### src/rtl/dp_pkg.sv
// Shared datapath definitions for the generated mux/register components.
//   DP_DATAWIDTH : default data width shared with the 2:1 mux and its stages
//   skid_state_t : occupancy state of the mux output skid register
package dp_pkg;

    localparam int DP_DATAWIDTH = 8;

    // The encoding equals the occupancy, so the state value doubles as count.
    typedef enum logic [1:0] {
        EMPTY = 2'd0,
        BUSY  = 2'd1,
        FULL  = 2'd2
    } skid_state_t;

endpackage

### src/rtl/mux_skid_reg.sv
// Registered output stage placed after a 2:1 datapath mux. The mux result is
// captured under a valid/ready handshake into a 2-entry skid buffer, so
// in_ready comes straight from a flop and no combinational ready path runs
// back through the mux select logic.
//
// Ports:
//   Clk       in   rising-edge clock
//   Rst       in   synchronous reset, active-high
//   d         in   data from the mux output
//   in_valid  in   producer has meaningful data on d
//   in_ready  out  stage accepts d this cycle (registered)
//   q         out  registered output data
//   out_valid out  q is meaningful
//   out_ready in   consumer accepts q this cycle
//   count     out  number of words held (0..2)
//
// state | meaning
// EMPTY | nothing held
// BUSY  | one word, presented on q
// FULL  | two words: oldest on q, next in skid
module mux_skid_reg
    import dp_pkg::*;
#(
    parameter int DATAWIDTH = DP_DATAWIDTH
) (
    input  logic                 Clk,
    input  logic                 Rst,
    input  logic [DATAWIDTH-1:0] d,
    input  logic                 in_valid,
    output logic                 in_ready,
    output logic [DATAWIDTH-1:0] q,
    output logic                 out_valid,
    input  logic                 out_ready,
    output logic [1:0]           count
);

    skid_state_t          state;
    skid_state_t          next_state;
    logic [DATAWIDTH-1:0] q_reg;
    logic [DATAWIDTH-1:0] skid_reg;
    logic                 ready_reg;
    logic                 in_fire;
    logic                 out_fire;
    logic                 load_q;
    logic                 load_skid;
    logic                 q_from_skid;

    assign in_ready  = ready_reg;
    assign out_valid = (state != EMPTY);
    assign q         = q_reg;
    assign count     = 2'(state);
    assign in_fire   = in_valid & ready_reg;
    assign out_fire  = out_valid & out_ready;

    always_comb begin
        next_state  = state;
        load_q      = 1'b0;
        load_skid   = 1'b0;
        q_from_skid = 1'b0;
        case (state)
            EMPTY: begin
                if (in_fire) begin
                    load_q     = 1'b1;
                    next_state = BUSY;
                end
            end
            BUSY: begin
                if (in_fire && out_fire) begin
                    load_q = 1'b1;
                end else if (in_fire) begin
                    load_skid  = 1'b1;
                    next_state = FULL;
                end else if (out_fire) begin
                    // q keeps its stale value; out_valid=0 makes it don't-care.
                    next_state = EMPTY;
                end
            end
            FULL: begin
                if (out_fire) begin
                    q_from_skid = 1'b1;
                    next_state  = BUSY;
                end
            end
            default: next_state = EMPTY;
        endcase
    end

    always_ff @(posedge Clk) begin
        if (Rst) begin
            state     <= EMPTY;
            q_reg     <= '0;
            skid_reg  <= '0;
            ready_reg <= 1'b0;
        end else begin
            state <= next_state;
            // Ready is precomputed from the next state so it stays a pure flop.
            ready_reg <= (next_state != FULL);
            if (load_q) begin
                q_reg <= d;
            end else if (q_from_skid) begin
                q_reg <= skid_reg;
            end
            if (load_skid) begin
                skid_reg <= d;
            end
        end
    end

endmodule

### config.mk
export PLATFORM = sky130hd
export DESIGN_NAME = mux_skid_reg
export DESIGN_NICKNAME = d
export VERILOG_FILES = /design/src/rtl/dp_pkg.sv /design/src/rtl/mux_skid_reg.sv
export SDC_FILE = /design/constraint.sdc
export NUM_CORES = 1
export LEC_CHECK = 0
export ABC_AREA = 1
export ABC_CLOCK_PERIOD_IN_PS = 3000
export CORE_MARGIN = 3
export CORE_UTILIZATION = 39
export CTS_BUF_LIST = sky130_fd_sc_hd__clkbuf_4 sky130_fd_sc_hd__clkbuf_8 sky130_fd_sc_hd__clkbuf_16
export CTS_CLUSTER_SIZE = 20
export DETAILED_ROUTE_END_ITERATION = 10
export HOLD_SLACK_MARGIN = 0.05
export PLACE_DENSITY_LB_ADDON = 0.12
export SLEW_MARGIN = 10
export SYNTH_ARGS = -nofsm -noshare
export SYNTH_HDL_FRONTEND = slang
export SYNTH_SLANG_ARGS = --single-unit
### constraint.sdc
create_clock -name Clk -period 3 [get_ports Clk]
set_clock_uncertainty 0.15 [all_clocks]
set_input_delay 0.6 -clock Clk [delete_from_list [all_inputs] [get_ports Clk]]
set_output_delay 0.6 -clock Clk [all_outputs]
set_load 0.05 [all_outputs]
## After elaboration in Yosys (flattened, before gate mapping)

Cells that the tools add are included.

| storage, ports and cells | value |
|---|---|
| register bits after elaboration | 19 |
| output and inout port bits | 12 |

| operators by class | value |
|---|---|
| muxes and demuxes | 15 |
| eq/ne operators | 3 |
| bitwise operators | 2 |
| reduce and logical (&&, ||, !) cells | 4 |

Operators with widths:

| cell | count |
|---|---|
| 8-bit 2-to-1 mux | 2 |
| 2-bit 2-to-1 mux | 5 |
| 1-bit 2-to-1 mux | 6 |
| 2-bit case mux with 3 select lines | 1 |
| 2-bit nonzero test | 2 |
| 1-bit AND | 2 |
| 2-bit by 1-bit equality test with 1-bit output, second input constant | 1 |
| 2-bit equality test, second input constant | 1 |
| 2-bit zero test | 1 |
| 2-bit != test, second input constant | 1 |
| 1-bit case mux with 2 select lines | 1 |
| 1-bit logical AND | 1 |

## Longest topological paths before layout

Gate-level depths: netlist (run 1).

| logic depth | value |
|---|---|
| depth in word-level cells | 7 |
| mapped depth | 8 |

## Least setup slack after synthesis (run 1)

OpenSTA, ideal clock, no wires.

| timing path | value |
|---|---|
| path kind | register to output |
| start point | reg state[1] (netlist: count[1]) |
| end point | out out_valid |
| path slack | 1108 ps |
| cell stages (with the launch flop) | 3 |
| data required time | 2250 ps |
| data arrival time | 1142 ps |
| buffers on the path | 0 |
| cells stage by stage | dfxtp_1 > inv_2 > nand2_2 |

| on the way | value |
|---|---|
| word-level cells in the longest chain between the ends | 1 |

RTL lines:

| item | RTL line | RTL |
|---|---|---|
| start, declared | mux_skid_reg.sv:37 | `skid_state_t state;` |
| start signal, assigned | mux_skid_reg.sv:95 | `state <= next_state;` |
| 2-bit nonzero test | mux_skid_reg.sv:49 | `assign out_valid = (state != EMPTY);` |
| end, declared | mux_skid_reg.sv:32 | `output logic out_valid,` |

No other way between the ends.

## Final worst setup path (run 1)

| timing path | value |
|---|---|
| start point | reg state[0] (netlist: count[0]) |
| end point | out out_valid |

Same word-level chain as after synthesis.

==> results of run 1 <==
worst paths after layout:
kind                                 start                  endpoint  slack, ns  cells past startpoint
setup / recovery       count[0]$_SDFF_PP0_                 out_valid       0.44                      3
hold / removal    skid_reg[2]$_SDFFE_PP0P_  skid_reg[2]$_SDFFE_PP0P_       0.30                      2
setup reg to reg       in_ready$_SDFF_PP0_  skid_reg[0]$_SDFFE_PP0P_       1.41                      5
hold reg to reg   skid_reg[2]$_SDFFE_PP0P_  skid_reg[2]$_SDFFE_PP0P_       0.30                      2
placed cells by master, fill, tap and decap left out:
master,instances
a21oi_1,7
nand2_1,28
inv_1,18
o21ai_2,3
nor3_1,1
a21oi_2,2
nor2_4,1
nand3_4,1
nor2_1,3
nand4_1,1
nand3_1,16
nor3_4,1
clkdlybuf4s50_1,23
nand2_2,2
dfxtp_1,19
nand3_2,1
clkbuf_4,4
inv_2,2
o21ai_0,6
logic make-up (layout without fill, tap and decap cells):
logic type             Yosys count  in the layout
AND/OR/NAND/NOR                 55             55
buffers and inverters           22             47
flip-flops                      19             19
AO/OA/AOI/OAI                   18             18
critical path: cells and delay by family (launching register included):
| kind | cells | cell delay [ns] |
|---|---|---|
| buf+inv | 2 | 0.87 |
| flops | 1 | 0.55 |
| simple gates | 1 | 0.09 |
final cells by class:
cell class | instances | area, um^2
Tap cell | 27 | 33.78
Fill cell | 197 | 888.4
Timing Repair Buffer | 23 | 230.2
Multi-Input combinational cell | 73 | 384.1
Sequential cell | 19 | 380.4
Clock buffer | 4 | 30.03
Inverter | 20 | 75.07
layer usage:
metal	vias to the layer above	global-route usage, %	wire (um)
li1	413	-	-
met1	331	21.17	898
met2	27	20.45	738
met3	2	2.535	129
met4	0	6.809	17
met5	-	0	0
where the power goes:
group	switching [uW]	internal (uW)	leakage [uW]
Sequential	8.62	264	0.000155
Clock	79.6	60.8	0.0000184
Combinational	72.1	43.7	0.000309
per-stage QoR:
stage          total power [uW]  instance area, um^2
2_1_floorplan             351.5                858.3
3_3_place_gp              392.2                 1104
3_5_place_dp              393.8                 1104
4_1_cts                   530.4                 1134
5_1_grt                   550.3                 1134
6_report                  528.4                 1134
==> impl_metrics.json, run 1 <==
{
  "cap_violations": 0,
  "crit_chain": "inv_2 -> nand2_2 -> clkdlybuf4s50_1",
  "insertion_delay_ns": 0.30,
  "cts_tree": "built",
  "htree_levels": 1,
  "grt_max_degree": 17,
  "synthMuxAreaShare_pct": 0,
  "end_kind": "output port",
  "drcViolationCount": 0,
  "antenna_cells": 0,
  "numClockSinks": 19,
  "clk_pin_slew_worst_paths_ns": 0.11,
  "status": "complete, no violations",
  "vias": 773,
  "syn_to_final_growth_pct": 32.07,
  "synth_edf_count": 0,
  "worst_ir_drop_vdd_v": 0.0002507,
  "grt_pass1_wl_um": 3022,
  "post-place-ws_ns": 0.6742,
  "drive_gt1_share_pct": 12.23,
  "wirelength_um": 1784,
  "synthSimpleGateAreaFrac_pct": 32.07,
  "post-cts-setup-buffers": 0,
  "grt-ovfl-total": 0,
  "synth_compound_area_share_pct": 12.68,
  "fin_ws_ns": 0.4395,
  "drt-pass1-iter-count": 4,
  "crit_path_top_delay_cell": "clkdlybuf4s50_1",
  "postSynth.asyncResetShare_pct": 0,
  "crit_required_ns": 2.25,
  "die_area_um2": 2799,
  "antenna_found_initial": 0,
  "synth_top_family_by_area": "simple AND/OR/NAND/NOR gates",
  "startpoint_type": "flip-flop",
  "ys_warn_count": 0,
  "fmaxAchievable_mhz": 390.6,
  "row_count": 16,
  "synth_cell_types": 19,
  "ys_seq_area_share_pct": 44.31,
  "yosys-top-cells-count": "nand2_1, dfxtp_1, inv_1, nand3_1, a21oi_1",
  "synthAdderAreaFrac_pct": 0,
  "synthesis.nets": 126,
  "nNetsFinal": 152,
  "yosys.area.top_type_share_pct": 44.31,
  "final_hold_viol_count": 0,
  "yosysMostFrequentCell": "nand2_1",
  "powerDensity_nw_per_um2": 466.1,
  "routedWlPerCell_um": 10.75,
  "fp.dieW_um": 52.91,
  "post-route-util_pct": 56.06,
  "ioPinCount": 24,
  "routed_via_density": 4.657,
  "setup_tns_ns": 0,
  "setup_viol": 0,
  "synth_top_area_cell": "dfxtp_1",
  "place.gp.congestion": 0.7678,
  "critical_path.max_stage_delay_ns": 0.80,
  "worst-path-max-fanout": 8,
  "synthTopCellsByArea": "dfxtp_1, nand2_1, nand3_1",
  "tightestPinTransition_ns": 0.4975,
  "final-instance-count-excl-fill": 166,
  "portBuffers": 23,
  "slew_viol_final": 0,
  "postRouteAntennaNets": 0,
  "finalCritPeriodShare_pct": 85.35,
  "postCtsHoldBufs": 0,
  "synth_area_um2": 858.3,
  "ys_seq_elements": 19,
  "synthFlopType": "dfxtp_1",
  "rsz0062_at_grt": "false",
  "root_buffer": "clkbuf_4",
  "grt_util_all_layers_pct": 14.56,
  "ctsResizeCount": 0,
  "critPathKind": "reg -> out",
  "first_global_vias": 699,
  "clockBufferDepth": 2,
  "fp.coreArea_um2": 2022,
  "syn_inst": 114,
  "dp_cells": 162,
  "synth.avg_cell_area_um2": 7.529,
  "arrival_ns": 1.81,
  "final.min_clock_period_ns": 2.560,
  "hpwl_um": 1382,
  "synth_xor_area_share_pct": 0,
  "timing.hold.ws_ns": 0.3042,
  "die_y_um": 52.91,
  "cts_buffers": 3,
  "leakage_uw": 0.0004823,
  "initial_core_util_pct": 42.45,
  "drt_iter0_drc": 12,
  "min_path_type": "reg -> reg",
  "slew_headroom_pct": 66.73
}
Power figures use the tool's default switching activity.
==> inputs of run 2 (changes only) <==
--- a/config.mk
+++ b/config.mk
@@ -14,7 +14,6 @@
 export DETAILED_ROUTE_END_ITERATION = 10
 export HOLD_SLACK_MARGIN = 0.05
 export PLACE_DENSITY_LB_ADDON = 0.12
-export SLEW_MARGIN = 10
 export SYNTH_ARGS = -nofsm -noshare
 export SYNTH_HDL_FRONTEND = slang
 export SYNTH_SLANG_ARGS = --single-unit
==> results of run 2 <==
No change in the layout: final DEF, timing and power equal those of run 1.
